### src/rtl/hcsr04_pkg.sv
// Shared definitions for the HC-SR04 echo emulator: state encoding,
// microsecond counter width and the phase-end helper.
package hcsr04_pkg;

    localparam int STATE_LEN  = 3;
    localparam int US_CNT_LEN = 16;

    localparam logic [STATE_LEN-1:0] IDLE    = 3'd0;
    localparam logic [STATE_LEN-1:0] TRIG_HI = 3'd1;
    localparam logic [STATE_LEN-1:0] BURST   = 3'd2;
    localparam logic [STATE_LEN-1:0] ECHO    = 3'd3;
    localparam logic [STATE_LEN-1:0] HOLDOFF = 3'd4;

    typedef enum logic [STATE_LEN-1:0] {
        ST_IDLE    = IDLE,
        ST_TRIG_HI = TRIG_HI,
        ST_BURST   = BURST,
        ST_ECHO    = ECHO,
        ST_HOLDOFF = HOLDOFF
    } state_t;

    // True when the tick about to be counted brings cnt up to target.
    // Done one bit wider so a full-scale target cannot wrap.
    function automatic logic is_last_tick(input logic [US_CNT_LEN-1:0] cnt,
                                          input logic [US_CNT_LEN-1:0] target);
        return ({1'b0, cnt} + (US_CNT_LEN+1)'(1)) == {1'b0, target};
    endfunction

endpackage

### src/rtl/us_tick.sv
// Clearable divide-by-TICK_DIV counter. tick is high for one cycle every
// TICK_DIV cycles; the first tick is the TICK_DIV-th cycle after clr drops.
module us_tick #(
    parameter int unsigned TICK_DIV = 50
) (
    input  logic clk50M,
    input  logic rst,
    input  logic clr,
    output logic tick
);

    localparam int unsigned CW = (TICK_DIV > 1) ? $clog2(TICK_DIV) : 1;

    logic [CW-1:0] cnt_q;

    // Free-running divider, restarted by clr so each FSM phase is tick-aligned.
    always_ff @(posedge clk50M) begin
        if (rst || clr) begin
            cnt_q <= '0;
        end else if (cnt_q == CW'(TICK_DIV - 1)) begin
            cnt_q <= '0;
        end else begin
            cnt_q <= cnt_q + 1'b1;
        end
    end

    // Decoded from the counter register only, so it is glitch-free.
    assign tick = (cnt_q == CW'(TICK_DIV - 1));

endmodule

### src/rtl/hcsr04_echo_gen.sv
// HC-SR04 sensor emulator: validates the trig pulse width, waits the burst
// delay, then drives an echo of dist_len microseconds, followed by a guard
// holdoff. Optional macro HCSR04_ECHO_TIMEOUT_EN replaces a zero or
// over-range length with the no-target TIMEOUT_US echo.
module hcsr04_echo_gen
    import hcsr04_pkg::*;
#(
    parameter int unsigned CAP_LEN     = 16,
    parameter int unsigned TICK_DIV    = 50,
    parameter int unsigned TRIG_MIN_US = 10,
    parameter int unsigned BURST_US    = 200,
    parameter int unsigned TIMEOUT_US  = 38000,
    parameter int unsigned GUARD_US    = 1000
) (
    input  logic               clk50M,
    input  logic               rst,
    input  logic               sig_trig,
    input  logic [CAP_LEN-1:0] dist_len,
    output logic               sig_len,
    output logic               busy,
    output logic               echo_done,
    output logic               short_trig
);

`ifdef HCSR04_ECHO_TIMEOUT_EN
    localparam bit TIMEOUT_EN = 1'b1;
`else
    localparam bit TIMEOUT_EN = 1'b0;
`endif

    localparam logic [US_CNT_LEN-1:0] TRIG_MIN_LEN = US_CNT_LEN'(TRIG_MIN_US);
    localparam logic [US_CNT_LEN-1:0] BURST_LEN    = US_CNT_LEN'(BURST_US);
    localparam logic [US_CNT_LEN-1:0] TIMEOUT_LEN  = US_CNT_LEN'(TIMEOUT_US);
    localparam logic [US_CNT_LEN-1:0] GUARD_LEN    = US_CNT_LEN'(GUARD_US);

    logic                  trig_meta_q;
    logic                  trig_s_q;
    state_t                state_q, state_d;
    logic [US_CNT_LEN-1:0] us_cnt_q, us_cnt_d;
    logic [CAP_LEN-1:0]    len_q, len_d;
    logic                  sig_len_q, sig_len_d;
    logic                  busy_q;
    logic                  echo_done_q, echo_done_d;
    logic                  short_trig_q, short_trig_d;
    logic [US_CNT_LEN-1:0] len_eff;
    logic [US_CNT_LEN-1:0] trig_cnt_eff;
    logic                  tick;
    logic                  tick_clr;

    us_tick #(
        .TICK_DIV (TICK_DIV)
    ) u_us_tick (
        .clk50M (clk50M),
        .rst    (rst),
        .clr    (tick_clr),
        .tick   (tick)
    );

    // Echo length actually played; the no-target clamp only exists when enabled.
    always_comb begin
        len_eff = US_CNT_LEN'(len_q);
        if (TIMEOUT_EN && ((len_q == '0) || (32'(len_q) > 32'(TIMEOUT_US)))) begin
            len_eff = TIMEOUT_LEN;
        end
    end

    // Trig width including a tick landing on this very cycle, saturating at
    // the minimum, so a trig that falls on the qualifying tick is accepted.
    always_comb begin
        trig_cnt_eff = us_cnt_q;
        if (tick && (us_cnt_q < TRIG_MIN_LEN)) begin
            trig_cnt_eff = us_cnt_q + 1'b1;
        end
    end

    // Next-state and output decisions; every state change restarts the
    // microsecond timebase so each phase is an exact multiple of TICK_DIV.
    always_comb begin
        state_d      = state_q;
        us_cnt_d     = us_cnt_q;
        len_d        = len_q;
        sig_len_d    = sig_len_q;
        echo_done_d  = 1'b0;
        short_trig_d = 1'b0;
        case (state_q)
            ST_IDLE: begin
                if (trig_s_q) begin
                    state_d = ST_TRIG_HI;
                end
            end
            ST_TRIG_HI: begin
                if (!trig_s_q) begin
                    if (trig_cnt_eff >= TRIG_MIN_LEN) begin
                        len_d   = dist_len;
                        state_d = ST_BURST;
                    end else begin
                        short_trig_d = 1'b1;
                        state_d      = ST_IDLE;
                    end
                end else begin
                    us_cnt_d = trig_cnt_eff;
                end
            end
            ST_BURST: begin
                if (tick) begin
                    if (is_last_tick(us_cnt_q, BURST_LEN)) begin
                        if (len_eff == '0) begin
                            echo_done_d = 1'b1;
                            state_d     = ST_HOLDOFF;
                        end else begin
                            sig_len_d = 1'b1;
                            state_d   = ST_ECHO;
                        end
                    end else begin
                        us_cnt_d = us_cnt_q + 1'b1;
                    end
                end
            end
            ST_ECHO: begin
                if (tick) begin
                    if (is_last_tick(us_cnt_q, len_eff)) begin
                        sig_len_d   = 1'b0;
                        echo_done_d = 1'b1;
                        state_d     = ST_HOLDOFF;
                    end else begin
                        us_cnt_d = us_cnt_q + 1'b1;
                    end
                end
            end
            ST_HOLDOFF: begin
                if (tick) begin
                    if (is_last_tick(us_cnt_q, GUARD_LEN)) begin
                        state_d = ST_IDLE;
                    end else begin
                        us_cnt_d = us_cnt_q + 1'b1;
                    end
                end
            end
            default: begin
                sig_len_d = 1'b0;
                state_d   = ST_IDLE;
            end
        endcase
        if (state_d != state_q) begin
            us_cnt_d = '0;
        end
    end

    assign tick_clr = (state_d != state_q);

    // State, synchronizer and registered outputs.
    always_ff @(posedge clk50M) begin
        if (rst) begin
            trig_meta_q  <= 1'b0;
            trig_s_q     <= 1'b0;
            state_q      <= ST_IDLE;
            us_cnt_q     <= '0;
            len_q        <= '0;
            sig_len_q    <= 1'b0;
            busy_q       <= 1'b0;
            echo_done_q  <= 1'b0;
            short_trig_q <= 1'b0;
        end else begin
            trig_meta_q  <= sig_trig;
            trig_s_q     <= trig_meta_q;
            state_q      <= state_d;
            us_cnt_q     <= us_cnt_d;
            len_q        <= len_d;
            sig_len_q    <= sig_len_d;
            busy_q       <= (state_d != ST_IDLE);
            echo_done_q  <= echo_done_d;
            short_trig_q <= short_trig_d;
        end
    end

    assign sig_len    = sig_len_q;
    assign busy       = busy_q;
    assign echo_done  = echo_done_q;
    assign short_trig = short_trig_q;

endmodule
### config.mk
export PLATFORM = sky130hd
export DESIGN_NAME = hcsr04_echo_gen
export DESIGN_NICKNAME = d
export VERILOG_FILES = /design/src/rtl/hcsr04_pkg.sv /design/src/rtl/us_tick.sv /design/src/rtl/hcsr04_echo_gen.sv
export SDC_FILE = /design/constraint.sdc
export NUM_CORES = 1
export LEC_CHECK = 0
export ABC_AREA = 1
export CORE_MARGIN = 2
export CORE_UTILIZATION = 60
export DETAILED_ROUTE_END_ITERATION = 7
export GPL_ROUTABILITY_DRIVEN = 0
export PLACE_DENSITY = 0.87
export REMOVE_ABC_BUFFERS = 1
export SLEW_MARGIN = 20
export SYNTH_ARGS = -nofsm -noshare
export SYNTH_HDL_FRONTEND = slang
export SYNTH_SLANG_ARGS = --single-unit
### constraint.sdc
create_clock -name clk50M -period 5.43 [get_ports clk50M]
set_input_delay 0.8145 -clock clk50M [delete_from_list [all_inputs] [get_ports clk50M]]
set_output_delay 0.8145 -clock clk50M [all_outputs]
set_load 0.05 [all_outputs]
# Word level (Yosys, flattened, before mapping)
# Index checks and enable logic that the tools add are counted.
dict set report op_classes {
  addsub 3
  n_mul 0
  div_mod_pow 0
  order_cmp 2
  eq_ne 19
  shifts 0
  n_mux 33
  bitwise 3
  reduce_logical 13
}
# operator count
set op_table {}
lappend op_table {{16-bit two-way mux} 8}
lappend op_table {{16-bit one-hot mux with 4 select lines} 1}
lappend op_table {{3-bit two-way mux} 9}
lappend op_table {{2-bit inequality test (second input constant)} 10}
lappend op_table {{16-bit by 1-bit adder with 17-bit output (second input constant)} 1}
lappend op_table {{17-bit by 10-bit == test with 1-bit output (second input constant)} 1}
lappend op_table {{17-bit by 16-bit == test with 1-bit output} 1}
lappend op_table {{17-bit by 8-bit == test with 1-bit output (second input constant)} 1}
lappend op_table {{16-bit by 1-bit adder with 16-bit output (second input constant)} 1}
lappend op_table {{16-bit by 4-bit greater-or-equal comparator with 1-bit output (second input constant)} 1}
lappend op_table {{16-bit zero test} 1}
lappend op_table {{16-bit by 4-bit < comparator with 1-bit output (second input constant)} 1}
lappend op_table {{3-bit one-hot mux with 5 select lines} 1}
lappend op_table {{1-bit two-way mux} 11}
lappend op_table {{8-bit AND reduction} 1}
lappend op_table {{6-bit by 1-bit adder with 6-bit output (second input constant)} 1}
lappend op_table {{3-bit by 2-bit == test with 1-bit output (second input constant)} 2}
lappend op_table {{6-bit == test (second input constant)} 1}
lappend op_table {{6-bit AND reduction} 1}
lappend op_table {{3-bit OR reduction} 2}
lappend op_table {{4-bit nonzero test} 1}
lappend op_table {{2-bit OR reduction} 2}
lappend op_table {{3-bit by 1-bit == test with 1-bit output (second input constant)} 1}
lappend op_table {{3-bit == test (second input constant)} 1}
lappend op_table {{other kinds (10)} 12}
dict set report totals {
  register_bits 47
  latchBits 0
  ram_bits 0
  rom_bits 0
  input_bits 19
  output_inout_bits 4
  elab_cells 83
  n_memories 0
}

# Logic depth before layout (Yosys ltp)
dict set report logic_depth {
  ltp_word 10
  ltp_mapped 19
  mapped_depth_nobuf 19
}

# By module
# A second synthesis with hierarchy kept.
dict set report unflattened {
  hier_cells 535
  area_unflattened_um2 3253.1
}
# module instances cells_per_inst area_per_inst_um2 seq_area_each_um2
set by_module_without_submodules {}
lappend by_module_without_submodules {hcsr04_echo_gen 1 500 2970.3 820.8}
lappend by_module_without_submodules {us_tick 1 35 282.8 120.1}

# Worst setup path after synthesis
# Ideal clock, no wire load.
dict set report synth_path {
  path_kind {register to register}
  from {reg us_cnt_q[0]}
  to {reg us_cnt_q[0]}
  setup_time_ns 0.116
  arrival_ns 2.256
  t_required_ns 5.314
  slack_ns 3.059
  path_stages_with_launch 17
  n_path_buf 1
  synth_period_minus_slack_ns 2.371
  cell_sequence {dfxtp_1 ha_1 nand2_2 nor2_4 nand2_1 nand2_2 inv_1 nor3_1 nand3_1 nor2_1 nand3_1 nand2_1 inv_1 o211ai_2 inv_4 buf_6 and3_1}
}
dict set report synth_via {
  elab_chain_len 9
  elab_cells_between_ends 32
  classes_between {add/sub (2); order compare (2); eq/ne (7); mux (18); reduce/logical (3)}
}
# element line_no
set synth_rtl {}
lappend synth_rtl {{start, declared} hcsr04_echo_gen.sv:39} ;# logic [US_CNT_LEN-1:0] us_cnt_q, us_cnt_d;
lappend synth_rtl {{start signal, assigned} hcsr04_echo_gen.sv:167} ;# us_cnt_q <= us_cnt_d;
lappend synth_rtl {{16-bit by 4-bit < comparator with 1-bit output} hcsr04_echo_gen.sv:71} ;# if (tick && (us_cnt_q < TRIG_MIN_LEN)) begin
lappend synth_rtl {{1-bit logical AND} hcsr04_echo_gen.sv:71}
lappend synth_rtl {{16-bit two-way mux} hcsr04_echo_gen.sv:71}
lappend synth_rtl {{16-bit by 4-bit greater-or-equal comparator with 1-bit output} hcsr04_echo_gen.sv:93} ;# if (trig_cnt_eff >= TRIG_MIN_LEN) begin
lappend synth_rtl {{2-bit two-way mux} hcsr04_echo_gen.sv:93}
lappend synth_rtl {{3-bit two-way mux} hcsr04_echo_gen.sv:92} ;# if (!trig_s_q) begin
lappend synth_rtl {{3-bit one-hot mux with 5 select lines} hcsr04_echo_gen.sv:85} ;# case (state_q)
lappend synth_rtl {{3-bit inequality test} hcsr04_echo_gen.sv:144} ;# if (state_d != state_q) begin
lappend synth_rtl {{2-bit OR reduction (no line)} --}
# Several ways; a longest one is shown, not always the timed one. The select of a mux whose other input is x is not followed.
# A chain may end at the register's enable or synchronous reset.

# Final worst setup path
dict set report layout_path {
  from {reg us_cnt_q[14]}
  to {reg u_us_tick.cnt_q[5]}
}
dict set report layout_via {
  elab_chain_len 10
  elab_cells_between_ends 21
  classes_between {add/sub (2); order compare (2); eq/ne (4); mux (10); reduce/logical (3)}
}
# element line_no
set layout_rtl {}
lappend layout_rtl {{16-bit by 4-bit < comparator with 1-bit output} hcsr04_echo_gen.sv:71}
lappend layout_rtl {{1-bit logical AND} hcsr04_echo_gen.sv:71}
lappend layout_rtl {{16-bit two-way mux} hcsr04_echo_gen.sv:71}
lappend layout_rtl {{16-bit by 4-bit greater-or-equal comparator with 1-bit output} hcsr04_echo_gen.sv:93}
lappend layout_rtl {{2-bit two-way mux} hcsr04_echo_gen.sv:93}
lappend layout_rtl {{3-bit two-way mux} hcsr04_echo_gen.sv:92}
lappend layout_rtl {{3-bit one-hot mux with 5 select lines *} hcsr04_echo_gen.sv:85}
lappend layout_rtl {{3-bit inequality test *} hcsr04_echo_gen.sv:149} ;# assign tick_clr = (state_d != state_q);
lappend layout_rtl {{1-bit logical OR *} us_tick.sv:18} ;# if (rst || clr) begin
lappend layout_rtl {{2-bit OR reduction (no line) *} --}
lappend layout_rtl {{end signal, assigned} us_tick.sv:23} ;# cnt_q <= cnt_q + 1'b1;
lappend layout_rtl {{end, declared} us_tick.sv:14} ;# logic [CW-1:0] cnt_q;
# Mark *: on every way between the ends. The rest lies on a longest branch, timed or not.

==> impl_metrics.py <==
metrics = {
    "route": {
        "wl_microns": 8960,
        "first_pass_iters": 5,
        "drt-wirelength-per-cell_microns": 14.5,
        "vias": 3544,
        "drc_errors": 0,
        "vias_per_cell": 5.73,
        "ant_nets": 0,
        "drtIter0Drc": 276,
    },
    "timing": {
        "finClkSkew_ns": 0.00843,
        "tns_ns": 0,
        "min_period_ns": 3.11,
        "max_freq_ghz": 0.322,
        "hold_slack_ns": 0.417,
        "hold_viol": 0,
        "slew_headroom_pct": 59.8,
        "fin_ws_ns": 2.32,
        "tightest_slew_ns": 0.602,
        "min_period_over_period_pct": 57.2,
        "slew_viol_final": 0,
        "grt_setup_unrepaired": "no",
        "finalSetupViolations": 0,
    },
    "placed_design": {
        "io_buffers": 22,
        "place_ws_ns": 2.42,
        "dp_hpwl_microns": 6880,
    },
    "setup_path": {
        "critPathMaxFanout": 33,
        "path_buf_inv": 2,
        "worstPathArrival_ns": 3.36,
        "cp.required_ns": 5.68,
        "cpLargestDelayFamily": "simple AND/OR/NAND/NOR gates",
        "worstSetupStartpointType": "flop",
        "crit_chain": "inv_1 -> nand4_1 -> nor2_1 -> nand3_2 -> nand2_1 -> nand2_1 -> nand2_1 -> nand2_1 -> nand2_1 -> nand3_2 -> nand2_1 -> inv_1 -> nand3_1 -> nand2_2 -> nor2_4 -> nand3_2 -> nor2_1",
        "cp_slowest_cell": "nand3_2",
        "cpMostUsedCell": "nand2_1",
        "critPathCaptureType": "flop",
        "crit_type": "reg2reg",
        "max_stage_delay_ns": 0.45,
    },
    "clock_tree": {
        "cts-root-buf": "clkbuf_8",
        "clkLatencyLatePin_ns": 0.32,
        "clock_sinks": 47,
        "cts.repair.resized": 0,
        "cts.reportedPaths.clkPinSlew_ns": 0.10,
        "hold_buffers": 0,
        "clockBufferDepth": 2,
        "cts_max_level": 2,
        "cts_made_buffers": 5,
        "post_cts_buffers": 0,
        "cts_tree": "done",
    },
    "die": {
        "initial_core_util_pct": 63.1,
        "die_w_microns": 78.0,
        "fp.dieArea_sq_um": 6090,
        "fp.dieH_microns": 78.0,
        "core_area_sq_um": 5200,
        "rows": 26,
        "pin_count": 23,
    },
    "layout": {
        "final_core_util_pct": 69.6,
        "drive_gt1_share_pct": 8.56,
        "synthToLayoutAreaGrowth_pct": 10.2,
        "multi_input_area_sq_um": 2020,
        "fillers": 466,
        "nNetsFinal": 571,
        "antenna_cells": 0,
        "seqCellArea_sq_um": 941,
    },
    "logic_synthesis": {
        "synth_seq_cells": 47,
        "ys_types": 31,
        "syn_avg_cell_area_sq_um": 6.19,
        "syn_area_sq_um": 3290,
        "syn_inst": 531,
        "yosys_warnings": 0,
        "synth.yosys.seq_area_share_pct": 28.6,
    },
    "power_and_ir_drop": {
        "p_leak_nw": 1.64,
        "p_per_area_nw_per_um2": 178,
        "peakVddDrop_uv": 161,
        "combPwrFrac_pct": 8.5,
        "power.switching_uw": 167,
        "total_power_uw": 644,
        "clock_power_share_pct": 36.5,
        "internal-power_uw": 478,
        "switching_share_pct": 25.9,
        "power_frac_seq_pct": 55.0,
    },
    "worst_hold_path": {
        "hp-class": "reg2reg",
    },
    "global_routing": {
        "gr-usage-all-layers_pct": 30.6,
        "grt_pass1_vias": 3229,
        "grt_pass1_wl_microns": 14900,
        "grt_max_degree": 34,
        "antenna_found_initial": 0,
        "grt_remaining_overflow": 0,
    },
    "status": {
        "status": "finished, final reports clean",
    },
    "flow_run": {
        "max-cap-violations": 0,
    },
}
-- flip-flops by register name, indices dropped and copies added (netlist names) --
register         cells
len_eff             16
us_cnt_q            16
u_us_tick.cnt_q      6
state_q              3
busy                 1
echo_done            1
short_trig           1
sig_len              1
trig_meta_q          1
trig_s_q             1
-- layout make-up --
| type | count | area share, % |
|---|---|---|
| timing repair buffer | 23 | 6.29 |
| inverter | 64 | 6.77 |
| clock inverter | 2 | 0.449 |
| clock buffer | 6 | 2.28 |
| sequential | 47 | 26.0 |
| tap | 70 | 2.42 |
| multi-input combinational | 407 | 55.8 |
-- placed cells by master (no fill, tap or decap), drive strengths merged --
cell type,synthesis,layout
xnor2,2,2
nor2,69,69
and3,13,13
o21bai,3,3
clkinv,0,1
clkbuf,6,6
xor2,6,6
clkdlybuf4s50,0,22
nand3,58,58
nand4,17,17
o21ai,45,45
nor3,9,9
dfxtp,47,47
a21oi,20,20
ha,4,4
or2,1,1
buf,7,1
nand2,155,155
o211ai,1,1
o22ai,3,3
nand3b,1,1
inv,64,64
clkinvlp,0,1
-- cells by family after synthesis --
family,share of synthesized area (%)
simple gates,46.3
compound gates,11.5
fa+ha+maj,1.52
xor+xnor,2.13
buf+inv,9.90
flops,28.6
-- routing by layer --
layer	GRT usage, %	vias to the layer above	wire (microns)
met5	0	-	0
met4	12.1	0	239
met3	4.71	26	647
met2	50.9	164	4210
met1	40.1	1594	3860
li1	-	1760	-
-- power by group through the flow --
stage / clock network, mW / logic, mW / registers, mW
after CTS: 0.236 / 0.0539 / 0.354
after detailed placement: 0 / 0.0537 / 0.362
final: 0.235 / 0.0545 / 0.354
after floorplan: 0 / 0.0303 / 0.362
after global routing: 0.249 / 0.0616 / 0.355
after global placement: 0 / 0.0523 / 0.362
-- path summary, 6_finish.rpt --
check	start	to	slack [ns]	cells after the start
setup / recovery	us_cnt_q[14]	u_us_tick.cnt_q[5]	2.32	17
hold / removal	trig_meta_q	trig_s_q	0.42	2
setup reg to reg	us_cnt_q[14]	u_us_tick.cnt_q[5]	2.32	17
hold reg to reg	trig_meta_q	trig_s_q	0.42	2
-- Yosys cell counts --
library cell	count	area share, %
o22ai_1	3	0.57
and3_1	13	2.5
or2_1	1	0.19
nor2_2	4	0.76
nor2_1	58	6.6
nand2_1	141	16
nand4_1	17	3.2
buf_6	3	1.0
ha_1	4	1.5
nand2_2	14	2.7
xnor2_1	2	0.53
o21ai_0	43	6.5
nand3_1	51	7.8
dfxtp_1	47	29
nor3_1	8	1.2
clkbuf_1	6	0.69
a21oi_1	20	3.0
o21bai_1	3	0.69
o211ai_2	1	0.38
nand3_2	7	2.1
nor2_4	7	2.4
nor3_4	1	0.49
o21ai_1	2	0.30
buf_2	1	0.15
inv_1	60	6.9
nand3b_1	1	0.23
inv_2	2	0.23
inv_4	2	0.38
xor2_1	6	1.6
buf_1	1	0.11
buf_4	2	0.46
-- worst register-to-register path: cells and delay by family (launching register included) --
| kind | cells | cell delay, ns |
|---|---|---|
| flops | 1 | 0.38 |
| simple gates | 15 | 2.45 |
| buf+inv | 2 | 0.21 |
-- stage by stage --
stage,instance area [sq um],instances
floorplan,3210,518
CTS,3620,619
finish,3620,619
global route,3620,619
detailed placement,3520,611
global placement,3520,611
Note: power is estimated with default switching activity, not from simulation.
